[src/rtl/vlc_bit_packer.sv]
// Packs variable-length DC/AC codes into an MSB-first stream of 32-bit words per slice.
// Optional bit_count output is enabled by defining VLC_PACKER_BIT_COUNT_EN.
module vlc_bit_packer (
    input  logic        clock,
    input  logic        reset_n,
    input  logic        slice_start,
    input  logic        vlc_valid,
    input  logic [31:0] vlc_code,
    input  logic [5:0]  vlc_length,
    input  logic        flush,
    output logic [31:0] out_word,
    output logic        out_valid,
    output logic        done,
    output logic [15:0] word_count,
    output logic        overrun_err
`ifdef VLC_PACKER_BIT_COUNT_EN
    ,
    output logic [31:0] bit_count
`endif
);

    typedef enum logic [1:0] {
        IDLE  = 2'd0,
        PACK  = 2'd1,
        FLUSH = 2'd2,
        DONE  = 2'd3
    } state_t;

    state_t      state;
    state_t      state_next;
    logic [63:0] acc;
    logic [63:0] acc_next;
    logic [6:0]  fill;
    logic [6:0]  fill_next;

    logic [5:0]  code_len;
    logic [6:0]  code_len_ext;
    logic        code_present;
    logic [63:0] code_bits;
    logic [6:0]  place_shift;
    logic [63:0] appended;
    logic [6:0]  post_fill;

    logic        emit;
    logic [31:0] emit_word;
    logic        set_overrun;
    logic        done_next;
    logic        count_bits;

    // Lengths above 32 are clamped; bits above the length are masked off before placement.
    assign code_len     = (vlc_length > 6'd32) ? 6'd32 : vlc_length;
    assign code_len_ext = {1'b0, code_len};
    assign code_present = vlc_valid && (code_len != 6'd0);
    assign code_bits    = code_present ? ({32'd0, vlc_code} & ((64'd1 << code_len) - 64'd1)) : 64'd0;
    assign place_shift  = 7'd64 - fill - code_len_ext;
    assign appended     = acc | (code_bits << place_shift);
    assign post_fill    = code_present ? (fill + code_len_ext) : fill;

    always_comb begin
        state_next  = state;
        acc_next    = acc;
        fill_next   = fill;
        emit        = 1'b0;
        emit_word   = appended[63:32];
        set_overrun = 1'b0;
        done_next   = 1'b0;
        count_bits  = 1'b0;

        if (slice_start) begin
            state_next = PACK;
            acc_next   = 64'd0;
            fill_next  = 7'd0;
        end else begin
            case (state)
                IDLE: begin
                    set_overrun = code_present;
                end
                PACK: begin
                    count_bits = code_present;
                    if (flush) begin
                        if (post_fill > 7'd32) begin
                            emit       = 1'b1;
                            acc_next   = appended << 32;
                            fill_next  = post_fill - 7'd32;
                            state_next = FLUSH;
                        end else begin
                            // Partial word is already zero below the fill point, so it is its own padding.
                            emit       = (post_fill != 7'd0);
                            done_next  = (post_fill == 7'd0);
                            acc_next   = 64'd0;
                            fill_next  = 7'd0;
                            state_next = DONE;
                        end
                    end else if (post_fill >= 7'd32) begin
                        emit      = 1'b1;
                        acc_next  = appended << 32;
                        fill_next = post_fill - 7'd32;
                    end else begin
                        acc_next  = appended;
                        fill_next = post_fill;
                    end
                end
                FLUSH: begin
                    emit        = 1'b1;
                    emit_word   = acc[63:32];
                    acc_next    = 64'd0;
                    fill_next   = 7'd0;
                    set_overrun = code_present;
                    state_next  = DONE;
                end
                DONE: begin
                    // An empty flush already raised done on entry; avoid a second pulse.
                    done_next   = !done;
                    set_overrun = code_present;
                    state_next  = IDLE;
                end
                default: begin
                    state_next = IDLE;
                end
            endcase
        end
    end

    always_ff @(posedge clock or negedge reset_n) begin
        if (!reset_n) begin
            state <= IDLE;
            acc   <= 64'd0;
            fill  <= 7'd0;
        end else begin
            state <= state_next;
            acc   <= acc_next;
            fill  <= fill_next;
        end
    end

    always_ff @(posedge clock or negedge reset_n) begin
        if (!reset_n) begin
            out_word    <= 32'd0;
            out_valid   <= 1'b0;
            done        <= 1'b0;
            word_count  <= 16'd0;
            overrun_err <= 1'b0;
        end else begin
            out_valid <= emit;
            done      <= done_next;
            if (emit) begin
                out_word <= emit_word;
            end
            if (slice_start) begin
                word_count  <= 16'd0;
                overrun_err <= 1'b0;
            end else begin
                if (emit && (word_count != 16'hFFFF)) begin
                    word_count <= word_count + 16'd1;
                end
                if (set_overrun) begin
                    overrun_err <= 1'b1;
                end
            end
        end
    end

`ifdef VLC_PACKER_BIT_COUNT_EN
    always_ff @(posedge clock or negedge reset_n) begin
        if (!reset_n) begin
            bit_count <= 32'd0;
        end else if (slice_start) begin
            bit_count <= 32'd0;
        end else if (count_bits) begin
            bit_count <= bit_count + {26'd0, code_len};
        end
    end
`endif

endmodule

[config.mk]
export PLATFORM = sky130hd
export DESIGN_NAME = vlc_bit_packer
export DESIGN_NICKNAME = d
export VERILOG_FILES = /design/src/rtl/vlc_bit_packer.sv
export SDC_FILE = /design/constraint.sdc
export NUM_CORES = 1
export LEC_CHECK = 0
export ABC_AREA = 0
export ABC_CLOCK_PERIOD_IN_PS = 4000
export BUFFER_PORTS_ARGS = -buffer_cell sky130_fd_sc_hd__buf_4
export CORE_ASPECT_RATIO = 0.9
export CORE_MARGIN = 3
export CORE_UTILIZATION = 50
export CTS_CLUSTER_DIAMETER = 100
export DETAILED_ROUTE_END_ITERATION = 6
export MAX_ROUTING_LAYER = met4
export PLACE_DENSITY = 0.75
export SLEW_MARGIN = 15
export SYNTH_ARGS = -nofsm -noshare
export SYNTH_HDL_FRONTEND = slang
export SYNTH_SLANG_ARGS = --single-unit
[constraint.sdc]
create_clock -name clock -period 4 [get_ports clock]
set_input_delay 0.4 -clock clock [delete_from_list [all_inputs] [get_ports clock]]
set_output_delay 0.4 -clock clock [all_outputs]
set_load 0.02 [all_outputs]
* Word-level counts from Yosys, hierarchy flattened
Cells that the tools add are included.
** Storage, ports and cells
- Bits in registers :: 124
- Bits of input ports :: 43
- Logic and storage cells :: 73
** Operators by class
- Add/sub/neg operators :: 6
- Order comparisons :: 3
- Equal/unequal tests :: 5
- Shift operators :: 2
- Multiplexer cells :: 34
- Bitwise operators :: 2
- Reduce and logical (&&, ||, !) cells :: 13
** Operator list (count)
- $mux W64 :: 5
- $pmux W64 S2 :: 1
- $and A32 B64 Y64 :: 1
- $mux W32 :: 2
- $or A64 B64 Y64 :: 1
- $shl A1 B6 Y64 const A :: 1
- $shl A64 B7 Y64 :: 1
- $sub A64 B1 Y64 const B :: 1
- $mux W7 :: 5
- $mux W16 :: 2
- $add A16 B1 Y16 const B :: 1
- $ne A16 B16 Y1 const B :: 1
- $pmux W7 S2 :: 1
- $mux W1 :: 12
- $add A7 B6 Y7 :: 1
- $ge A7 B6 Y1 const B :: 1
- $gt A7 B6 Y1 const B :: 1
- $logic_not A7 Y1 :: 1
- $reduce_bool A7 Y1 :: 1
- $sub A7 B6 Y7 :: 1
- $sub A7 B6 Y7 const B :: 1
- $sub A7 B7 Y7 const A :: 1
- $gt A6 B6 Y1 const B :: 1
- $mux W6 :: 1
- other kinds (15) :: 20

* Logic depth before layout (Yosys ltp)
- Depth after elaboration :: 13
- Mapped depth :: 22
- Mapped depth without buffers :: 19

* Worst setup path before layout
Ideal clock, no wire load.
- Path type :: input -> register
- Start point :: input vlc_length[1]
- End point :: register acc[55]
- Library setup time :: 68 ps
- Arrival :: 4029 ps
- Data required time :: 3932 ps
- Setup slack :: -96 ps
- Cell stages on the path :: 19
- Path buffers :: 4
- Cell sequence :: buf_6 -> clkbuf_1 -> buf_2 -> nand2_1 -> inv_1 -> ha_1 -> inv_1 -> ha_1 -> fa_1 -> a21o_1 -> a21oi_1 -> xor2_1 -> clkbuf_1 -> nand4_1 -> nor2_1 -> a32oi_1 -> a21oi_1 -> o21ai_0 -> nand2_1
** Between the ends
- Cells in the longest elaborated chain, start to end :: 12
- Elaborated cells on any way between the ends :: 20
- Those cells by class :: 3 x add/sub; 3 x order compare; 2 x shift; 8 x mux; 2 x bitwise; 2 x reduce/logical
** RTL lines
- start, declared :: line 9 : input logic [5:0] vlc_length,
- $gt A6 B6 Y1 :: line 51 : assign code_len = (vlc_length > 6'd32) ? 6'd32 : vlc_length;
- $mux W6 (*) :: line 51
- $shl A1 B6 Y64 :: line 54 : assign code_bits = code_present ? ({32'd0, vlc_code} & ((64'd1 << code_len) - 64'd1)) : 64'd0;
- $sub A64 B1 Y64 :: line 54
- $and A32 B64 Y64 :: line 54
- $mux W64 :: line 54
- $shl A64 B7 Y64 :: line 56 : assign appended = acc | (code_bits << place_shift);
- $or A64 B64 Y64 :: line 56
- $mux W64, on equally long branches :: line 94, 81
- $mux W64 (*) :: line 80 : if (flush) begin
- $pmux W64 S2 (*) :: line 74 : case (state)
- $mux W64 (*) :: line 69 : if (slice_start) begin
- end signal, assigned :: line 131 : acc <= acc_next;
- end, declared :: line 31 : logic [63:0] acc;
Every way passes the cells marked *; elsewhere a longest branch is shown, timed or not.
A chain may end at the register's enable or synchronous reset.

* Worst setup path after layout
- Start point :: input vlc_length[5]
- End point :: register out_word[19]
** Between the ends
- Cells in the longest elaborated chain, start to end :: 10
- Elaborated cells on any way between the ends :: 23
- Those cells by class :: 3 x add/sub; 3 x order compare; 2 x shift; 10 x mux; 2 x bitwise; 3 x reduce/logical
** RTL lines
- $gt A6 B6 Y1 :: line 51
- $mux W6 (*) :: line 51
- $shl A1 B6 Y64 or $reduce_bool A6 Y1 (tied branches) :: line 54, 53
- $sub A64 B1 Y64 or $logic_and A1 B1 Y1 (tied branches) :: line 54, 53
- $and A32 B64 Y64 or $mux W7 (tied branches) :: line 54, 57
- $mux W64 (tied with other cells) :: line 54
- $shl A64 B7 Y64 (tied with other cells) :: line 56
- $or A64 B64 Y64 or $mux W1 (tied branches) :: line 56, 80
- $mux W32 or $pmux W1 S2 (tied branches) :: line 74
- $mux W32 or $mux W1 (tied branches) :: line 69
- end signal, assigned :: line 147 : out_word <= emit_word;
- end, declared :: line 11 : output logic [31:0] out_word,
Marked as above.

==> flow_summary.toml <==
[power_and_ir_drop]
pwr-share-comb = 0.709
p_seq_frac = 0.146
irDropWorstVdd_mv = 0.546
internal_power_uw = 5830
total_power_uw = 11800
sw_frac_of_total = 0.507
leakagePower_uw = 0.00632
clockPowerShare = 0.144
p_sw_uw = 6000
power_density_mw_per_mm2 = 790

[grt]
grt_pass1_vias = 13400
antenna_found_initial = 0
grt_usage = 0.409
overflow = 0
grt_pass1_wl_um = 77200
grt_start_max_net_pins = 60

[setup_path]
critPathMaxFanout = 17
worst_ep_required_time_ns = 4.30
endpoint_kind = "register"
path_class = "input pin to register"
cp.arrival_ns = 4.16
cp-start-kind = "input pin"

[yosys]
synth_edf_count = 0
synthCells = 1478
syn_area_mm2 = 0.0115
synth-adder-area-share = 0.0285
synth_compound_area_frac = 0.336
ys_seq_area_frac = 0.270
async_reset_ff_frac = 1.00
synth_mux_area_frac = 0.0300
yosysWarnings = 0
syn_avg_cell_area_um2 = 7.77
synth-xor-area-share = 0.0144
syn-num-nets = 1546
yosys_register_bits = 124
ys.flop_type = "dfrtp_1"
synthSimpleGateAreaFrac = 0.260
synth_top_family_by_area = "compound AO/OA/AOI/OAI gates"
netlist-cell-type-count = 111

[floorplanning]
pin_count = 94
initial_core_util = 0.520
core.rowCount = 51
die_area_mm2 = 0.0248
die_w_um = 166
die_h_um = 150
core_mm2 = 0.0221

[placement]
portBuffers = 93
globalplace.congestion = 1.05
dpl_cell_area_mm2 = 0.0142
dp_hpwl_um = 39100

[timing]
clock.fmax_ghz = 0.259
worstMarginPinSlew_ns = 0.983
max-slew-margin-rel = 0.342
setup-violations-final = 0
report.final.slew_viol_count = 0
period_share = 0.966
rsz0062_at_grt = "false"
holdWs_ns = 0.0413
setup_tns_ns = 0
fin_crit_ns = 3.87
hold_violations = 0
fin_skew_ns = 0.0123

[detailed_routing]
drc_errors = 0
wirelength_um = 50800
ant_nets = 0
wl_per_cell_um = 24.9
drt_iter0_drc = 2189
viasPerCell = 6.95
dr.pass1.iters = 6
vias = 14200

[outcome]
outcome = "finished clean"

[clock_tree]
cts_buffers = 17
clk_path_buf_depth = 2
clk-insertion-delay-late_ns = 0.43
ctsHoldBuffers = 0
cts_tree = "yes"
cts.sinks = 124
clkSlewWorstSetupHoldPaths_ns = 0.06
htree_levels = 4
root_buffer = "clkbuf_16"

[cells_and_area]
utilization = 0.678
syn_to_final_growth_pct = 30.3
antennaDiodeCount = 0
design_area_mm2 = 0.0150
drive_gt1_frac = 0.271
fin_nets = 1806

[job]
maxCapViolations = 0

[worst_hold_path]
min_path_type = "input pin to async pin"
[registers in the layout, indices dropped and copies added, names as in the netlist]
signal,flops
done,1
word_count,16
state,2
overrun_err,1
fill,7
out_word,32
out_valid,1
acc,64
[routing by layer]
metal | track usage | routed length [µm] | share of wire | vias to the layer above
met3 | 0.129 | 6560 | 0.13 | 181
li1 | - | - | - | 6183
met4 | 0.130 | 1840 | 0.036 | 0
met1 | 0.543 | 20500 | 0.40 | 6829
met5 | - | 0 | 0 | -
met2 | 0.600 | 21900 | 0.43 | 999
[cells in the final DEF, fill, tap and decap left out, types with 7 or more instances in the layout]
cell and instances:
o32ai_1 14, a22oi_1 7, and2_1 15, ha_1 20, buf_12 21, o21ai_0 95
dfrtp_1 124, o31ai_1 30, nand2_1 128, or2_2 8, mux2i_1 31, nand3_1 58
buf_4 334, or3_1 10, a311oi_1 8, o22ai_1 17, a21oi_1 108, a211oi_1 22
and3_1 19, nand4_1 23, xnor2_1 8, nor4_1 14, o221ai_1 8, or4_1 12
a31oi_1 26, a32o_1 7, clkbuf_16 17, nor3_1 52, o31a_1 7, o21a_1 10
nand2b_1 13, o21ai_1 15, nor2_1 159, o211ai_1 38, inv_1 39, a221o_1 8
nor2b_1 17
[layout make-up]
cell class	instances	area (µm²)
Clock buffer	19	453
Multi-Input combinational cell	1200	7780
Sequential cell	124	3100
Clock inverter	13	188
Fill cell	1790	7110
Tap cell	291	364
Timing Repair Buffer	355	2930
Inverter	40	150
[metrics by stage]
step                setup WS (ns)  instances
global placement           -0.177       2008
CTS                        0.0607       2040
floorplan                 0.00541       1478
detailed placement         -0.303       2008
global route               0.0120       2042
finish                      0.135       2042
[synth_stat cells, types with 8 or more instances]
master / count / area, µm²
a211oi_1: 23 / 173
a21oi_1: 110 / 551
a221o_1: 8 / 80.1
a311oi_1: 8 / 70.1
a31oi_1: 26 / 163
and2_1: 15 / 93.8
and3_1: 19 / 119
buf_2: 23 / 115
buf_4: 8 / 60.1
buf_6: 8 / 90.1
clkbuf_1: 70 / 263
dfrtp_1: 124 / 3100
ha_1: 23 / 288
inv_1: 39 / 146
mux2i_1: 31 / 310
nand2_1: 128 / 480
nand2b_1: 13 / 81.3
nand3_1: 59 / 295
nand4_1: 23 / 144
nor2_1: 160 / 601
nor2b_1: 19 / 119
nor3_1: 53 / 265
nor4_1: 15 / 93.8
o211ai_1: 38 / 285
o21a_1: 10 / 75.1
o21ai_0: 96 / 480
o21ai_1: 14 / 70.1
o221ai_1: 8 / 70.1
o22ai_1: 17 / 106
o31ai_1: 30 / 225
o32ai_1: 14 / 123
or2_2: 8 / 50.1
or3_1: 10 / 62.6
or4_1: 12 / 90.1
xnor2_1: 9 / 78.8
xor2_1: 8 / 70.1
[critical path, stage by stage]
cell and delay [ns]:
buf_4 0.11, buf_4 0.15, inv_1 0.10, nand2_1 0.07
inv_1 0.09, ha_1 0.17, inv_1 0.05, fa_1 0.40
nor2b_2 0.16, o211ai_1 0.16, a211oi_2 0.37, xnor2_2 0.16
ha_2 0.24, nor2b_2 0.18, and2_1 0.14, nand3_1 0.15
a31oi_4 0.30, buf_12 0.20, buf_12 0.16, mux2i_1 0.24
o21ai_1 0.12
[power groups by stage]
stage          clock, µW  combinational, µW  sequential, µW
3_3_place_gp           0               7880            1720
3_5_place_dp           0               7940            1730
4_1_cts             1700               8010            1720
6_report            1710               8390            1730
2_1_floorplan          0               3980            1870
5_1_grt             1760               8790            1750
[final timing paths]
path | start | end | slack (ns) | depth (start not counted)
min in group clock | flush | state[1] | 0.23 | 2
max reg2reg | fill[0] | out_word[19] | 0.21 | 16
max | vlc_length[5] | out_word[19] | 0.13 | 21
max in group asynchronous | reset_n | acc[49] | 3.05 | 2
min | reset_n | fill[6] | 0.04 | 1
min reg2reg | acc[31] | acc[31] | 0.49 | 2
[cell families (layout without fill, tap and decap cells)]
family	Yosys count	count (layout)
XOR/XNOR	18	18
multiplexers	34	34
AND/OR/NAND/NOR	581	581
flip-flops	124	124
adder cells (fa/ha/maj)	25	25
buffers and inverters	154	427
AO/OA/AOI/OAI	542	542
[timing repair]
action,CTS,global route
resized for setup,0,15
endpoints found under the setup margin,0,53
hold endpoints to repair,0,0
buffers inserted,0,2
Power figures use the tool's default switching activity.
